### src/rtl/sdpram_bwe.sv
// Simple-dual-port RAM with byte-lane write enables, 0/1/2-cycle read latency,
// selectable same-address collision policy and a built-in array clear engine.
module sdpram_bwe #(
  parameter string       RAM_STYLE    = "distributed",
  parameter int unsigned DATA_WIDTH   = 32,
  parameter int unsigned ADDR_WIDTH   = 6,
  parameter int unsigned READ_LATENCY = 1,
  parameter string       WRITE_MODE   = "read_first"
) (
  input  logic                            clk,
  input  logic                            rst,
  input  logic                            clr_req,
  output logic                            busy,
  input  logic                            we,
  input  logic [(DATA_WIDTH+7)/8-1:0]     wbe,
  input  logic [ADDR_WIDTH-1:0]           waddr,
  input  logic [DATA_WIDTH-1:0]           din,
  input  logic                            re,
  input  logic [ADDR_WIDTH-1:0]           raddr,
  output logic [DATA_WIDTH-1:0]           dout,
  output logic                            dout_valid
);

  localparam int unsigned BE_WIDTH = (DATA_WIDTH + 7) / 8;
  localparam int unsigned DEPTH    = 1 << ADDR_WIDTH;

  if (READ_LATENCY > 2) begin : g_bad_latency
    $error("sdpram_bwe: READ_LATENCY must be 0, 1 or 2");
  end
  if (READ_LATENCY == 0 && RAM_STYLE == "block") begin : g_bad_style
    $error("sdpram_bwe: block RAM cannot provide a combinational read");
  end
  if (WRITE_MODE != "read_first" && WRITE_MODE != "write_first") begin : g_bad_mode
    $error("sdpram_bwe: WRITE_MODE must be read_first or write_first");
  end

  typedef enum logic {S_IDLE, S_CLEAR} state_t;

  state_t                  state, state_next;
  logic [ADDR_WIDTH-1:0]   sweep_addr, sweep_addr_next;
  logic                    rd_accept;
  logic [DATA_WIDTH-1:0]   rd_word;

  (* ram_style = RAM_STYLE *) logic [DATA_WIDTH-1:0] mem [DEPTH];

  // Clear engine state register; busy mirrors the next state so it is a flop.
  always_ff @(posedge clk or posedge rst) begin
    if (rst) begin
      state      <= S_CLEAR;
      sweep_addr <= '0;
      busy       <= 1'b1;
    end else begin
      state      <= state_next;
      sweep_addr <= sweep_addr_next;
      busy       <= (state_next == S_CLEAR);
    end
  end

  always_comb begin
    state_next      = state;
    sweep_addr_next = sweep_addr;
    case (state)
      S_CLEAR: begin
        sweep_addr_next = sweep_addr + ADDR_WIDTH'(1);
        if (sweep_addr == ADDR_WIDTH'(DEPTH - 1)) begin
          state_next      = S_IDLE;
          sweep_addr_next = '0;
        end
      end
      S_IDLE: begin
        if (clr_req) state_next = S_CLEAR;
      end
      default: state_next = S_CLEAR;
    endcase
  end

  // The sweep owns the write port while busy; user writes go lane by lane.
  always_ff @(posedge clk) begin
    if (busy) begin
      mem[sweep_addr] <= '0;
    end else if (we) begin
      for (int b = 0; b < int'(DATA_WIDTH); b++) begin
        if (wbe[b/8]) mem[waddr][b] <= din[b];
      end
    end
  end

  assign rd_accept = re & ~busy;
  assign rd_word   = mem[raddr];

  if (READ_LATENCY == 0) begin : g_lat0
    always_comb begin
      dout       = rd_word;
      dout_valid = rd_accept;
    end
  end else begin : g_lat12
    localparam bit WRITE_FIRST = (WRITE_MODE == "write_first");

    logic [DATA_WIDTH-1:0] wmask;
    logic [DATA_WIDTH-1:0] rd_fwd;
    logic                  collide;
    logic [DATA_WIDTH-1:0] d1;
    logic                  v1;

    always_comb begin
      wmask = '0;
      for (int b = 0; b < int'(DATA_WIDTH); b++) wmask[b] = wbe[b/8];
    end

    // write_first: the read sees the stored word merged with the enabled lanes
    assign collide = WRITE_FIRST && we && !busy && (waddr == raddr);
    assign rd_fwd  = collide ? ((rd_word & ~wmask) | (din & wmask)) : rd_word;

    always_ff @(posedge clk or posedge rst) begin
      if (rst) begin
        d1 <= '0;
        v1 <= 1'b0;
      end else begin
        v1 <= rd_accept;
        if (rd_accept) d1 <= rd_fwd;
      end
    end

    if (READ_LATENCY == 1) begin : g_lat1
      always_comb begin
        dout       = d1;
        dout_valid = v1;
      end
    end else begin : g_lat2
      logic [DATA_WIDTH-1:0] d2;
      logic                  v2;

      always_ff @(posedge clk or posedge rst) begin
        if (rst) begin
          d2 <= '0;
          v2 <= 1'b0;
        end else begin
          v2 <= v1;
          if (v1) d2 <= d1;
        end
      end

      always_comb begin
        dout       = d2;
        dout_valid = v2;
      end
    end
  end

  logic unused_be;
  assign unused_be = (BE_WIDTH == 0);

endmodule
### config.mk
export PLATFORM = sky130hd
export DESIGN_NAME = sdpram_bwe
export DESIGN_NICKNAME = d
export VERILOG_FILES = /design/src/rtl/sdpram_bwe.sv
export SDC_FILE = /design/constraint.sdc
export NUM_CORES = 2
export LEC_CHECK = 0
export ABC_AREA = 1
export BUFFER_PORTS_ARGS = -buffer_cell sky130_fd_sc_hd__buf_2
export CAP_MARGIN = 20
export CORE_ASPECT_RATIO = 2
export CORE_MARGIN = 1
export CORE_UTILIZATION = 50
export CTS_CLUSTER_SIZE = 14
export DETAILED_ROUTE_END_ITERATION = 10
export PLACE_DENSITY = 0.74
export SYNTH_ARGS = -nofsm -noshare
export SYNTH_HDL_FRONTEND = slang
export SYNTH_SLANG_ARGS = --single-unit
### constraint.sdc
create_clock -name clk -period 3.7 [get_ports clk]
set_clock_uncertainty 0.15 [all_clocks]
set_input_delay 0.185 -clock clk [delete_from_list [all_inputs] [get_ports clk]]
set_output_delay 0.185 -clock clk [all_outputs]
set_load 0.03 [all_outputs]
* After elaboration in Yosys (flattened, before gate mapping)
Memory sizes are Yosys's and may differ from the RTL's. A register that Yosys moved wholly into a read port is not among the register bits. Index checks and enable logic that the tools add are counted.
Operators by class: add/subtract/negate cells 1, multiply operators 0, divide/modulo/power cells 0, order comparisons 0, equal/unequal tests 1, shift operators 0, multiplexer cells 25, bitwise gates (word level) 2, reduce and logical (&&, ||, !) cells 1
Operators with widths (number):
- two-way mux 32 bit | 1
- OR reduction 32 bit | 1
- two-way mux 1 bit | 20
- two-way mux 6 bit | 2
- adder 6 x 1 -> 6 bit (second input constant) | 1
- == test 6 bit (second input constant) | 1
- two-way mux 4 bit | 1
- case mux 1 bit (2 select lines) | 1
- AND 1 bit | 1
- inverter 1 bit | 1
Word-level totals: register bits 8, bits in latches 0, bits in writable memories 2048, ROM bits 0, bits of input ports 53, output and inout port bits 34, word-level logic and storage cells 34, memories 1
Memories:
- mem | depth 64, bits a word 32, read ports 1, clocked after memory_dff 1, write ports 1, RTL line 44 | (* ram_style = RAM_STYLE *) logic [DATA_WIDTH-1:0] mem [DEPTH];

* Longest topological paths before layout
depth in word-level cells 6, depth in mapped cells 13, gate-level depth less buffers 10

* Worst setup path before layout
Ideal clock, no wire load.
kind register -> register, start reg state (netlist name), end mem mem[0][10], data pin, setup time 0.500 ns, data arrival time 2.578 ns, data required time 3.050 ns, path slack 0.472 ns, cell stages (with the launch flop) 6, buffers on the path 2, period minus slack after synthesis 3.228 ns, path through dfstp_2 -> inv_2 -> nand3_2 -> buf_2 -> clkbuf_1 -> nor2_1
RTL lines (RTL line):
- to (decl) | 44

==> results.yml <==
floorplan:
  start_util_pct: 50.5
  pin_count: 87
  core_area_um2: 167000
  rows: 212
  die-area_um2: 171000
  die_w_um: 293
  die_h_um: 583
cts:
  post-cts-setup-buffer-count: 0
  cts_tree: "done"
  htreeDepth: 4
  clkTransAtPathRegs_ns: 0.07
  cts_made_buffers: 181
  cts-root-buf: "clkbuf_16"
  cts_buffer_depth: 4
  cts_sinks: 2088
  clk-insertion-delay-late_ns: 0.81
pwr:
  vdd_drop_max_mv: 0.351
  powerDensity_nw_per_um2: 479
  netSwitchingPower_mw: 9.85
  p_total_mw: 45.2
  leakagePower_nw: 33.0
  p_comb_share_pct: 5.7
  swShare_pct: 21.8
  p_seq_share_pct: 56.5
  internal_power_mw: 35.3
  pwr-share-clk_pct: 37.8
sta:
  rsz0062_at_grt: "true"
  setup_tns_ns: 0
  max_freq_mhz: 272
  setup_viol: 0
  max-slew-margin-rel_pct: 22.4
  fin_crit_sh_pct: 99.5
  tightest_slew_ns: 1.16
  hold_viol_final: 0
  fin_crit_ns: 3.68
  finalMaxSlewViolations: 0
yosys:
  ys_seq_area_share_pct: 74.1
  syn_area_um2: 84400
  synth_cell_type_count: 24
  async_reset_ff_share_pct: 1.92
  syn_nets: 7226
  synth_top_flop_cell: "edfxtp_1"
  syn_inst: 7172
  synth-seq-cells: 2088
  syn_area_per_cell_um2: 11.8
  synth_edf_count: 2048
  yosysWarnings: 0
critical_path:
  required_ns: 4.01
  start_kind: "flop"
  crit_slowest_cell: "nor2_1"
  path_cells: "inv_2 -> nand3_4 -> buf_4 -> nand2_1 -> o21ai_1 -> nand2_1 -> nor2_2 -> buf_4 -> nand2_1 -> nor2_1"
  path_class: "flop to flop"
  worstSetupEndpointType: "flop"
  critPathMaxFanout: 13
  crit_path_frequent_cell: "nand2_1"
  worst_path_largest_cell_delay_ns: 0.76
  arrival_ns: 3.99
drt:
  wirelength_mm: 261
  drt_pre_antenna_iters: 8
  drc: 0
  wire_per_inst_um: 27.5
  ant_nets: 0
  via_per_inst: 6.11
  vias: 58100
  first_iter_violations: 8013
global_route:
  grt_first_pass_wirelength_mm: 372
  antenna_found_initial: 7
  grt_pass1_vias: 56900
  track_usage_pct: 30.5
  grt_overflow_total: 0
  grt_max_degree: 157
place:
  place_inst: 9195
  place_congestion: 0.992
  dp_hpwl_mm: 169
  placement.io_buffers: 86
  post_dp_cell_area_um2: 88900
run_status:
  status: "complete, no violations"
job:
  drv_cap: 0
finish:
  design_area_um2: 94300
  stdcell_count: 9515
  synthToLayoutAreaGrowth_pct: 11.7
  nets: 7332
  layout-drive-gt1-share_pct: 8.75
  fillerInstances: 13100
hold_path:
  hold_path_class: "input pin to flop"
==> worst paths after layout <==
| path | from | end | slack (ns) | depth (start not counted) |
|---|---|---|---|---|
| setup / recovery | state | mem[5][4] | 0.02 | 10 |
| max in group asynchronous | rst | dout[12] | 2.09 | 5 |
| min in group asynchronous | rst | sweep_addr[3] | 0.39 | 4 |
| setup reg to reg | state | mem[5][4] | 0.02 | 10 |
| hold / removal | wbe[0] | mem[56][0] | 0.10 | 5 |
| hold reg to reg | dout[21] | dout[21] | 0.33 | 2 |
==> state kept, by name, indices dropped and copies added (netlist names) <==
signal,count
mem,2048
dout_valid,1
dout,32
state,1
sweep_addr,6
==> power groups by stage <==
| stage | logic [mW] | clock network, mW | registers (mW) |
|---|---|---|---|
| 2_1_floorplan | 1.58 | 0 | 26.1 |
| 3_3_place_gp | 2.43 | 0 | 26.1 |
| 3_5_place_dp | 2.47 | 0 | 26.1 |
| 4_1_cts | 2.51 | 17.1 | 25.6 |
| 5_1_grt | 2.76 | 17.9 | 25.5 |
| 6_report | 2.59 | 17.1 | 25.6 |
==> final cells by class <==
type	count	area [um^2]	area share (%)
Antenna cell	5	12.5	0.0133
Multi-Input combinational cell	4548	20000	21.2
Inverter	55	231	0.245
Clock inverter	24	129	0.137
Clock buffer	251	4850	5.15
Sequential cell	2088	62500	66.3
Tap cell	2140	2680	2.84
Timing Repair Buffer	404	3860	4.10
==> critical path, delay by kind of cell, from the launching register on <==
kind | cells | cell delay (ns)
simple gates | 6 | 2.00
buf+inv | 3 | 0.46
flops | 1 | 0.54
compound gates | 1 | 0.16
==> synthesized netlist by cell type (2+ instances only) <==
library cell	n	share of area, %
edfxtp_1	2048	73
clkbuf_1	259	1.2
a21oi_1	6	0.036
buf_2	145	0.86
dfrtp_1	39	1.2
o21ai_0	2	0.012
xor2_1	2	0.021
o21ai_1	4	0.024
nor2_2	16	0.12
nand3_1	2018	12
buf_1	76	0.34
nand2_1	2199	9.8
o21ai_2	2	0.021
nor2_1	293	1.3
inv_2	9	0.040
inv_1	46	0.20
==> per-stage QoR <==
step,util (%),hold slack (ns),setup slack (ns)
6_report,56.4,0.104,0.0202
2_1_floorplan,-,0.130,0.472
3_3_place_gp,53.2,0.143,0.156
5_1_grt,56.4,0.108,-0.0594
4_1_cts,56.4,0.0564,0.132
3_5_place_dp,53.2,0.152,0.177
==> metal layers <==
metal  track usage [%]  part of all wire, %  wire (um)  vias up
li1                  -                    -          -    25500
met1              33.2                   31      81200    27900
met2              52.9                   50     131000     3761
met3              4.29                  9.0      23500      970
met4              24.6                  9.6      25000        2
met5                 0               0.0057         15        -
==> what timing repair did <==
item / CTS / global route
endpoints found under the hold margin: 2016 / 0
setup endpoints to repair: 0 / 112
resized for setup: 0 / 14
hold buffers: 40 / 0
==> logic make-up (layout without fill, tap and decap cells) <==
group	Yosys count	count (layout)	share of synthesized area, %
AOI/OAI and AO/OA	16	16	0.108
xor gates and xnor gates	2	2	0.0208
adders and majority gates	1	1	0.0148
buffers and inverters	536	734	2.60
DFF	2088	2088	74.1
other	0	5	0
and+or+nand+nor	4529	4529	23.2
==> cell usage in the layout (no fill, tap or decap), drive strengths merged, types with 5 or more instances in the layout <==
master | netlist | layout
inv | 55 | 60
diode | 0 | 5
o21ai | 8 | 8
dlygate4sd3 | 0 | 40
edfxtp | 2048 | 2048
nand3 | 2019 | 2019
a21oi | 6 | 6
clkbuf | 259 | 251
clkinv | 0 | 18
nor2 | 309 | 309
dfrtp | 39 | 39
nand2 | 2199 | 2199
buf | 222 | 364
Note: power is estimated with default switching activity, not from simulation.
